$ cat config.mk
export PLATFORM = sky130hd
export DESIGN_NAME = morse_seq_ctrl_flat
export DESIGN_NICKNAME = d
export VERILOG_FILES = /design/src/rtl/morse_seq_if.sv /design/src/rtl/morse_seq_ctrl.sv /design/src/flat_wrapper.sv
export SDC_FILE = /design/constraint.sdc
export NUM_CORES = 1
export LEC_CHECK = 0
export ABC_AREA = 1
export CORE_MARGIN = 2
export CORE_UTILIZATION = 53
export CTS_CLUSTER_DIAMETER = 150
export CTS_CLUSTER_SIZE = 14
export DETAILED_ROUTE_END_ITERATION = 10
export PLACE_DENSITY = 0.82
export SLEW_MARGIN = 20
export SYNTH_ARGS = -nofsm -noshare
export SYNTH_HDL_FRONTEND = slang
export SYNTH_SLANG_ARGS = --single-unit
$ cat constraint.sdc
create_clock -name clock -period 3.7 [get_ports clock]
set_input_delay 0.37 -clock clock [delete_from_list [all_inputs] [get_ports clock]]
set_output_delay 0.37 -clock clock [all_outputs]
set_load 0.02 [all_outputs]
$ cat src/rtl/morse_seq_if.sv
// Character-request and code-register handshake between the Morse sequencer
// and its requester/code register.
interface morse_seq_if;
  logic       start;
  logic [3:0] char_len;
  logic [3:0] cntr_data;
  logic       shft_data;
  logic       char_load;
  logic       shft_cnt;
  logic       morse_out;
  logic       busy;
  logic       done;

  modport master (
    output start, char_len, cntr_data, shft_data,
    input  char_load, shft_cnt, morse_out, busy, done
  );

  modport slave (
    input  start, char_len, cntr_data, shft_data,
    output char_load, shft_cnt, morse_out, busy, done
  );
endinterface

$ cat src/rtl/morse_seq_ctrl.sv
// Morse element sequencer: walks the code register one element at a time and
// keys dots, dashes and gaps using a prescaled unit timer.
//
// state   | meaning
// IDLE    | waiting for start
// LOAD    | char_load strobe, code register captures the character
// CHECK   | decide next element, character gap or word space
// MARK    | tone on for 1 or 3 units, shift on the last cycle
// GAP     | 1-unit inter-element gap
// CHARGAP | 2 more units completing the 3-unit character gap
// SPACE   | 7-unit word space
// DONE    | one-cycle done pulse
module morse_seq_ctrl #(
  parameter int UNIT_CYCLES = 4
) (
  input logic     clock,
  input logic     reset,
  morse_seq_if.slave bus
);
  localparam int UW = $clog2(UNIT_CYCLES + 1);
  localparam logic [UW-1:0] PRESC_LAST = UW'(UNIT_CYCLES - 1);

  localparam logic [2:0] S_IDLE    = 3'd0;
  localparam logic [2:0] S_LOAD    = 3'd1;
  localparam logic [2:0] S_CHECK   = 3'd2;
  localparam logic [2:0] S_MARK    = 3'd3;
  localparam logic [2:0] S_GAP     = 3'd4;
  localparam logic [2:0] S_CHARGAP = 3'd5;
  localparam logic [2:0] S_SPACE   = 3'd6;
  localparam logic [2:0] S_DONE    = 3'd7;

  logic [2:0]    state_q, state_d;
  logic [2:0]    units_q, units_d;
  logic [UW-1:0] presc_q;
  logic          space_q;
  logic          unit_tick, timer_end, timed;

  assign unit_tick = (presc_q == PRESC_LAST);
  assign timer_end = unit_tick && (units_q == 3'd1);
  assign timed     = (state_q == S_MARK) || (state_q == S_GAP) ||
                     (state_q == S_CHARGAP) || (state_q == S_SPACE);

  always_comb begin
    state_d = state_q;
    units_d = units_q;
    case (state_q)
      S_IDLE:  if (bus.start) state_d = S_LOAD;
      S_LOAD:  state_d = S_CHECK;
      S_CHECK: begin
        if (space_q) begin
          state_d = S_SPACE;
          units_d = 3'd7;
        end else if (bus.cntr_data == 4'd0) begin
          state_d = S_CHARGAP;
          units_d = 3'd2;
        end else begin
          state_d = S_MARK;
          units_d = bus.shft_data ? 3'd3 : 3'd1;
        end
      end
      S_MARK: begin
        if (timer_end) begin
          state_d = S_GAP;
          units_d = 3'd1;
        end
      end
      S_GAP:     if (timer_end) state_d = S_CHECK;
      S_CHARGAP: if (timer_end) state_d = S_DONE;
      S_SPACE:   if (timer_end) state_d = S_DONE;
      S_DONE:    state_d = S_IDLE;
      default:   state_d = S_IDLE;
    endcase
  end

  always_ff @(posedge clock) begin
    if (reset) begin
      state_q <= S_IDLE;
      presc_q <= '0;
      units_q <= 3'd0;
      space_q <= 1'b0;
    end else begin
      state_q <= state_d;
      if (state_q == S_IDLE && bus.start)
        space_q <= (bus.char_len == 4'd0);
      // Every state change restarts the unit timer with the new unit count.
      if (state_d != state_q) begin
        presc_q <= '0;
        units_q <= units_d;
      end else if (timed && unit_tick) begin
        presc_q <= '0;
        units_q <= units_q - 3'd1;
      end else if (timed) begin
        presc_q <= presc_q + 1'b1;
      end
    end
  end

  assign bus.char_load = (state_q == S_LOAD);
  assign bus.shft_cnt  = (state_q == S_MARK) && timer_end;
  assign bus.morse_out = (state_q == S_MARK);
  assign bus.busy      = (state_q != S_IDLE);
  assign bus.done      = (state_q == S_DONE);
endmodule

$ cat src/flat_wrapper.sv
// flat-port wrapper written by rule: the top's interface ports become plain ports
module morse_seq_ctrl_flat 
#(
  parameter int UNIT_CYCLES = 4
)
  (clock, reset, bus_start, bus_char_len, bus_cntr_data, bus_shft_data, bus_char_load, bus_shft_cnt, bus_morse_out, bus_busy, bus_done);
  morse_seq_if bus_i ();
  input logic clock;
  input logic reset;
  input wire logic [$bits(bus_i.start)-1:0] bus_start;
  input wire logic [$bits(bus_i.char_len)-1:0] bus_char_len;
  input wire logic [$bits(bus_i.cntr_data)-1:0] bus_cntr_data;
  input wire logic [$bits(bus_i.shft_data)-1:0] bus_shft_data;
  output wire logic [$bits(bus_i.char_load)-1:0] bus_char_load;
  output wire logic [$bits(bus_i.shft_cnt)-1:0] bus_shft_cnt;
  output wire logic [$bits(bus_i.morse_out)-1:0] bus_morse_out;
  output wire logic [$bits(bus_i.busy)-1:0] bus_busy;
  output wire logic [$bits(bus_i.done)-1:0] bus_done;
  assign bus_i.start = bus_start;
  assign bus_i.char_len = bus_char_len;
  assign bus_i.cntr_data = bus_cntr_data;
  assign bus_i.shft_data = bus_shft_data;
  assign bus_char_load = bus_i.char_load;
  assign bus_shft_cnt = bus_i.shft_cnt;
  assign bus_morse_out = bus_i.morse_out;
  assign bus_busy = bus_i.busy;
  assign bus_done = bus_i.done;
  morse_seq_ctrl #(.UNIT_CYCLES(UNIT_CYCLES)) u_core (.clock(clock), .reset(reset), .bus(bus_i));
endmodule
==> metrics.cfg, run 1 <==
[synthesis]
yosys_register_bits=10
async_flop_share_pct=0
synth_top_cells_by_area=dfxtp_1 25%, nand2_1 16%, nand2_2 6.9%
yosysMostFrequentCell=nand2_1
ys.flop_type=dfxtp_1
seq_area_frac_synth_pct=24.7
synth.avg_cell_area_um2=6.43
synth_common_cells=34 x nand2_1, 14 x nor2_1, 13 x inv_1
yosys.area.top_type_share_pct=24.7
syn_area_um2=811
syn_nets=142
syn_inst=126
synth_area_leader_cell=dfxtp_1
yosysUniqueCellTypes=25
synth_edf_count=0
yosysWarnings=0

[drt]
wirelength_mm=1.78
ant_nets=0
drc=0
wire_per_inst_um=11.1
dr.pass1.iters=6
dr.first_iter.drc_count=19
vias=832
viasPerCell=5.20

[floorplanning]
core.rowCount=14
fp.dieH_um=43.1
num_io_pins=17
core_area_mm2=0.00147
dieArea_mm2=0.00186
die_w_um=43.1
start_util_pct=55.1

[timing]
drv_slew=0
tightest_slew_ns=0.357
tns_ns=0
slew_headroom_pct=76.2
timing.fmax_mhz=437
hold_viol=0
setup_viol=0
period_minus_slack_ns=2.29
fin_crit_sh_pct=61.9
rsz0062_at_grt=no
skew_ns=0.0104

[setup_path]
required_ns=3.33
critPathKind=flip-flop to primary output
cp-start-kind=flip-flop
path_max_fanout=3
crit_path_end_kind=primary output
cp.arrival_ns=1.92

[clock_tree]
cts_buffer_depth=2
clock_latency_ns=0.27
cts_buffers=3
cts.hold.buffers_added=0
cts_repair_resize_count=0
cts.clk_slew.worst_paths_ns=0.06
cts_setup_buffers=0
htree_num_levels=1
cts-root-buf=clkbuf_4
clock_sinks=10
cts_tree=built

[grt]
grt_pass1_wl_mm=2.97
grt_pass1_vias=750
antenna_found_initial=0
track_usage_pct=21.1
grt_overflow=0
grt_max_degree=9

[final_layout]
drive_above_1_share_pct=21.5
fillers=137
final_core_utilization_pct=68.4
areaGrowthSynthToFinish_pct=24.1
insertedDiodeCount=0
nets=162

[run]
drv_cap=0

[placed_design]
numPortBuffers=16
hpwl_mm=1.44
place.gp.congestion=0.820

[pwr]
power_mw=0.633
ir_worst_vdd_mv=0.326
powerDensity_mw_per_mm2=629
p_leak_nw=0.476

[outcome]
status=finished, final reports clean

[hold_path]
min_path_type=flip-flop to flip-flop

==> cells in the final DEF, fill, tap and decap left out, drive strengths merged <==
| cell type | count |
|---|---|
| nand2 | 44 |
| nor2 | 21 |
| inv | 18 |
| clkdlybuf4s50 | 16 |
| dfxtp | 10 |
| nand3 | 8 |
| a21oi | 6 |
| nand4 | 6 |
| ha | 4 |
| clkbuf | 3 |
| nor3 | 1 |
| a31oi | 1 |
| or2 | 1 |
| xnor2 | 1 |
| o21ai | 1 |
| xor2 | 1 |
| nor4 | 1 |
| a211oi | 1 |
==> registers in the layout (all words and copies together) (netlist names) <==
name and cells:
u_core.presc_q 3, u_core.space_q 1, u_core.state_q 3, u_core.units_q 3
==> cell families after synthesis <==
| group | after synthesis | share of synthesized area, % |
|---|---|---|
| xor+xnor | 2 | 2.16 |
| fa+ha+maj | 4 | 6.17 |
| flops | 10 | 24.7 |
| buf+inv | 19 | 9.26 |
| simple gates | 82 | 51.2 |
| compound gates | 9 | 6.48 |
==> metal layers <==
layer  share of wire (%)  vias up  GRT usage (%)
li1                    -      436              -
met3                 7.7        2           2.98
met5                   0        -              0
met2                  48       33           34.9
met1                  43      361           27.4
met4                 1.1        0           7.88
==> cell type report <==
cell class	instances	area (µm²)	share of cell area, %
Multi-Input combinational cell	97	536	53.2
Inverter	18	67.6	6.72
Timing Repair Buffer	16	160	15.9
Tap cell	16	20.0	1.99
Sequential cell	10	200	19.9
Clock buffer	3	22.5	2.24
==> final timing paths <==
path / start / to / slack [ns] / depth (start not counted)
worst max register to register: u_core.presc_q[0] / u_core.units_q[0] / 1.71 / 13
worst max-delay path: u_core.presc_q[0] / bus_shft_cnt / 1.41 / 7
worst min-delay path: u_core.presc_q[1] / u_core.presc_q[1] / 0.49 / 2
worst min register to register: u_core.presc_q[1] / u_core.presc_q[1] / 0.49 / 2
==> power by group <==
part / switching (mW) / internal, mW
clock network: 0.0401 / 0.0376
registers: 0.0236 / 0.130
logic: 0.250 / 0.151
==> critical path, stage by stage (launching register included) <==
cell	delay, ns
dfxtp_1	0.35
ha_1	0.15
ha_1	0.19
nand2_1	0.06
nor2_1	0.16
nand2_1	0.10
inv_1	0.06
clkdlybuf4s50_1	0.59
==> metrics by stage <==
stage               hold slack (ns)  instance area, µm²  instances  setup WS [ns]
floorplan                     0.439                 811        126           1.92
CTS                           0.493                1010        160           1.39
finish                        0.489                1010        160           1.41
global route                  0.520                1010        160           1.29
global placement              0.469                 983        157           1.68
detailed placement            0.482                 983        157           1.62
Power figures use the tool's default switching activity.
==> run 2: changes to the inputs <==
Settings changed: CORE_UTILIZATION 53 to 44, PLACE_DENSITY 0.82 to 0.73.
Clock period 3.7 ns to 2 ns, I/O delays scaled along.
==> run 2 against run 1 <==
- sequential power up 88%
- critical path type unchanged
- worst setup slack worse by 1.3 ns
- sequential cell count is the same
- die area is 18% higher
- final cell count rose by 7.5%
- routed wire length grew 17%
==> metrics.cfg, run 2 (synthesis gave the netlist of run 1 again) <==
[drt]
drc=0  ; unchanged
wire_per_inst_um=12.1  ; +8.8%
viasPerCell=5.01  ; -3.6%
dr.first_iter.drc_count=25  ; +6
ant_nets=0  ; unchanged
vias=862  ; +3.6%
dr.pass1.iters=4  ; -2
wirelength_mm=2.08  ; +17%

[pwr]
ir_worst_vdd_mv=0.826  ; +150%
power_mw=1.39  ; +120%
netSwitchingPower_mw=0.682  ; +120%
powerDensity_mw_per_mm2=1220  ; +95%
switching_share_pct=49.0  ; -0.54 points
p_int_mw=0.709  ; +120%
pwr-share-seq_pct=20.8  ; -3.6 points
power_frac_clock_pct=13.7  ; +1.4 points
pwr-share-comb_pct=65.6  ; +2.3 points
p_leak_nw=0.510  ; +7.0%

[final_layout]
fillers=163  ; +19%
drive_above_1_share_pct=31.3  ; +9.8 points
areaGrowthSynthToFinish_pct=40.1
layout_common_cells=32 x nand2_1, 15 x clkdlybuf4s50_1, 13 x inv_1, 12 x nor2_1
top_regs=u_core.presc_q (3), u_core.state_q (3), u_core.units_q (3)
insertedDiodeCount=0  ; unchanged
nets=164  ; +1.2%
final_common_cell=nand2_1
stdcell_area_mm2=0.00114  ; +13%

[clock_tree]
cts-root-buf=clkbuf_4
clock_latency_ns=0.27  ; about the same
cts_tree=built
cts_buffers=3  ; unchanged
clock_sinks=10  ; unchanged
htree_num_levels=1  ; unchanged
cts_buffer_depth=2  ; unchanged
cts.clk_slew.worst_paths_ns=0.07  ; about the same

[grt]
grt_pass1_vias=726  ; -3.2%
met2_usage_pct=28.5  ; -6.4 points
use_met1_pct=25.6  ; -1.8 points
grt_overflow=0  ; unchanged
grt_pass1_wl_mm=2.98  ; +0.44%
track_usage_pct=20.0  ; -1.1 points
grt.busiest_layer=met2
grt.met3_usage_pct=6.92  ; +3.9 points
antenna_found_initial=0  ; unchanged
grt_max_degree=9  ; unchanged

[timing]
setup_viol=0  ; unchanged
slew_headroom_pct=80.4  ; +4.3 points
hold_viol=0  ; unchanged
skew_ns=0.00112  ; -0.00930 ns
worst_slack_ns=0.111  ; -1.30 ns
tightest_slew_ns=0.292  ; -0.0650 ns
fin_crit_sh_pct=94.5
drv_slew=0  ; unchanged
timing.fmax_mhz=529
period_minus_slack_ns=1.89
holdWs_ns=0.502  ; +0.0134 ns

[setup_path]
required_ns=1.80  ; -1.53 ns
cp.arrival_ns=1.69  ; -0.23 ns
critPathKind=flip-flop to primary output
crit_path_end_kind=primary output
path_max_fanout=5  ; +2
reg2reg_depth=12  ; -1
cp-start-kind=flip-flop

[floorplanning]
core_area_mm2=0.00173  ; +17%
num_io_pins=17  ; unchanged
dieArea_mm2=0.00220  ; +18%
die_w_um=46.9  ; +8.8%
core.rowCount=15  ; +1
start_util_pct=47.0  ; -8.1 points
fp.dieH_um=46.9  ; +8.8%

[run]
drv_cap=0  ; unchanged

[placed_design]
place.gp.congestion=0.875  ; +6.7%
place_area_mm2=0.00100  ; +1.9%
place_ws_ns=0.0825  ; -1.54 ns
hpwl_mm=1.59  ; +10%
numPortBuffers=16  ; unchanged

[outcome]
status=finished, final reports clean

[hold_path]
min_path_type=flip-flop to flip-flop
hold_path_depth=2  ; unchanged

[run 2: cell count changes in the layout (fill, tap and decap cells not counted), sizes merged]
cell           delta
clkbuf            +1
clkdlybuf4s50     -1
buf               +2
dlygate4sd2       +1
[run 2: metrics by stage]
step / std cells / setup TNS [ns] / utilization (%)
floorplan: 126 / 0 / -
global placement: 167 / 0 / 58.0
detailed placement: 167 / 0 / 58.0
CTS: 171 / 0 / 60.1
global route: 172 / -0.00377 / 65.8
finish: 172 / 0 / 65.8
[run 2: power groups by stage]
stage	Combinational [mW]	Clock, mW	Sequential, mW
final	0.912	0.190	0.289
after global routing	1.00	0.202	0.292
after CTS	0.764	0.199	0.285
after detailed placement	0.757	0	0.290
after global placement	0.743	0	0.289
after floorplan	0.589	0	0.275
[run 2: critical path, stage by stage (launching register included)]
cell,delay [ns]
dfxtp_1,0.46
nand2_2,0.15
nor2_4,0.18
clkdlybuf4s50_1,0.63
[run 2: path summary, 6_finish.rpt]
kind	startpoint	endpoint	slack, ns
max	u_core.state_q[1]	bus_morse_out	0.11
min	u_core.presc_q[1]	u_core.presc_q[1]	0.50
max reg2reg	u_core.presc_q[0]	u_core.presc_q[1]	0.17
min reg2reg	u_core.presc_q[1]	u_core.presc_q[1]	0.50
[run 2: what timing repair did]
| action | CTS | global route |
|---|---|---|
| buffers inserted | 0 | 1 |
| hold buffers | 0 | 0 |
| pin swaps | 0 | 8 |
| gates resized for setup | 1 | 20 |
| endpoints found under the setup margin | 1 | 6 |
| endpoints found under the hold margin | 0 | 0 |
[run 2: layout make-up]
class	count	area, µm²	area share [%]
multi-input cells	97	623	54.8
flip-flops and latches	10	204	18.0
repair buffers	18	174	15.3
inverters	18	67.6	5.95
clock buffers	4	36.3	3.19
well taps	25	31.3	2.75
[run 2: layer usage]
metal,part of all wire [%],up-vias,wire (µm)
met5,0,-,0
met4,1.1,0,23
met3,7.3,4,152
met2,48,33,1000
met1,43,385,898
li1,-,440,-
==> run 3: changes to the inputs <==
Settings changed: ABC_CLOCK_PERIOD_IN_PS set to 2000.
==> results of run 3 <==
Final layout, timing and power as in run 2 (identical DEF).
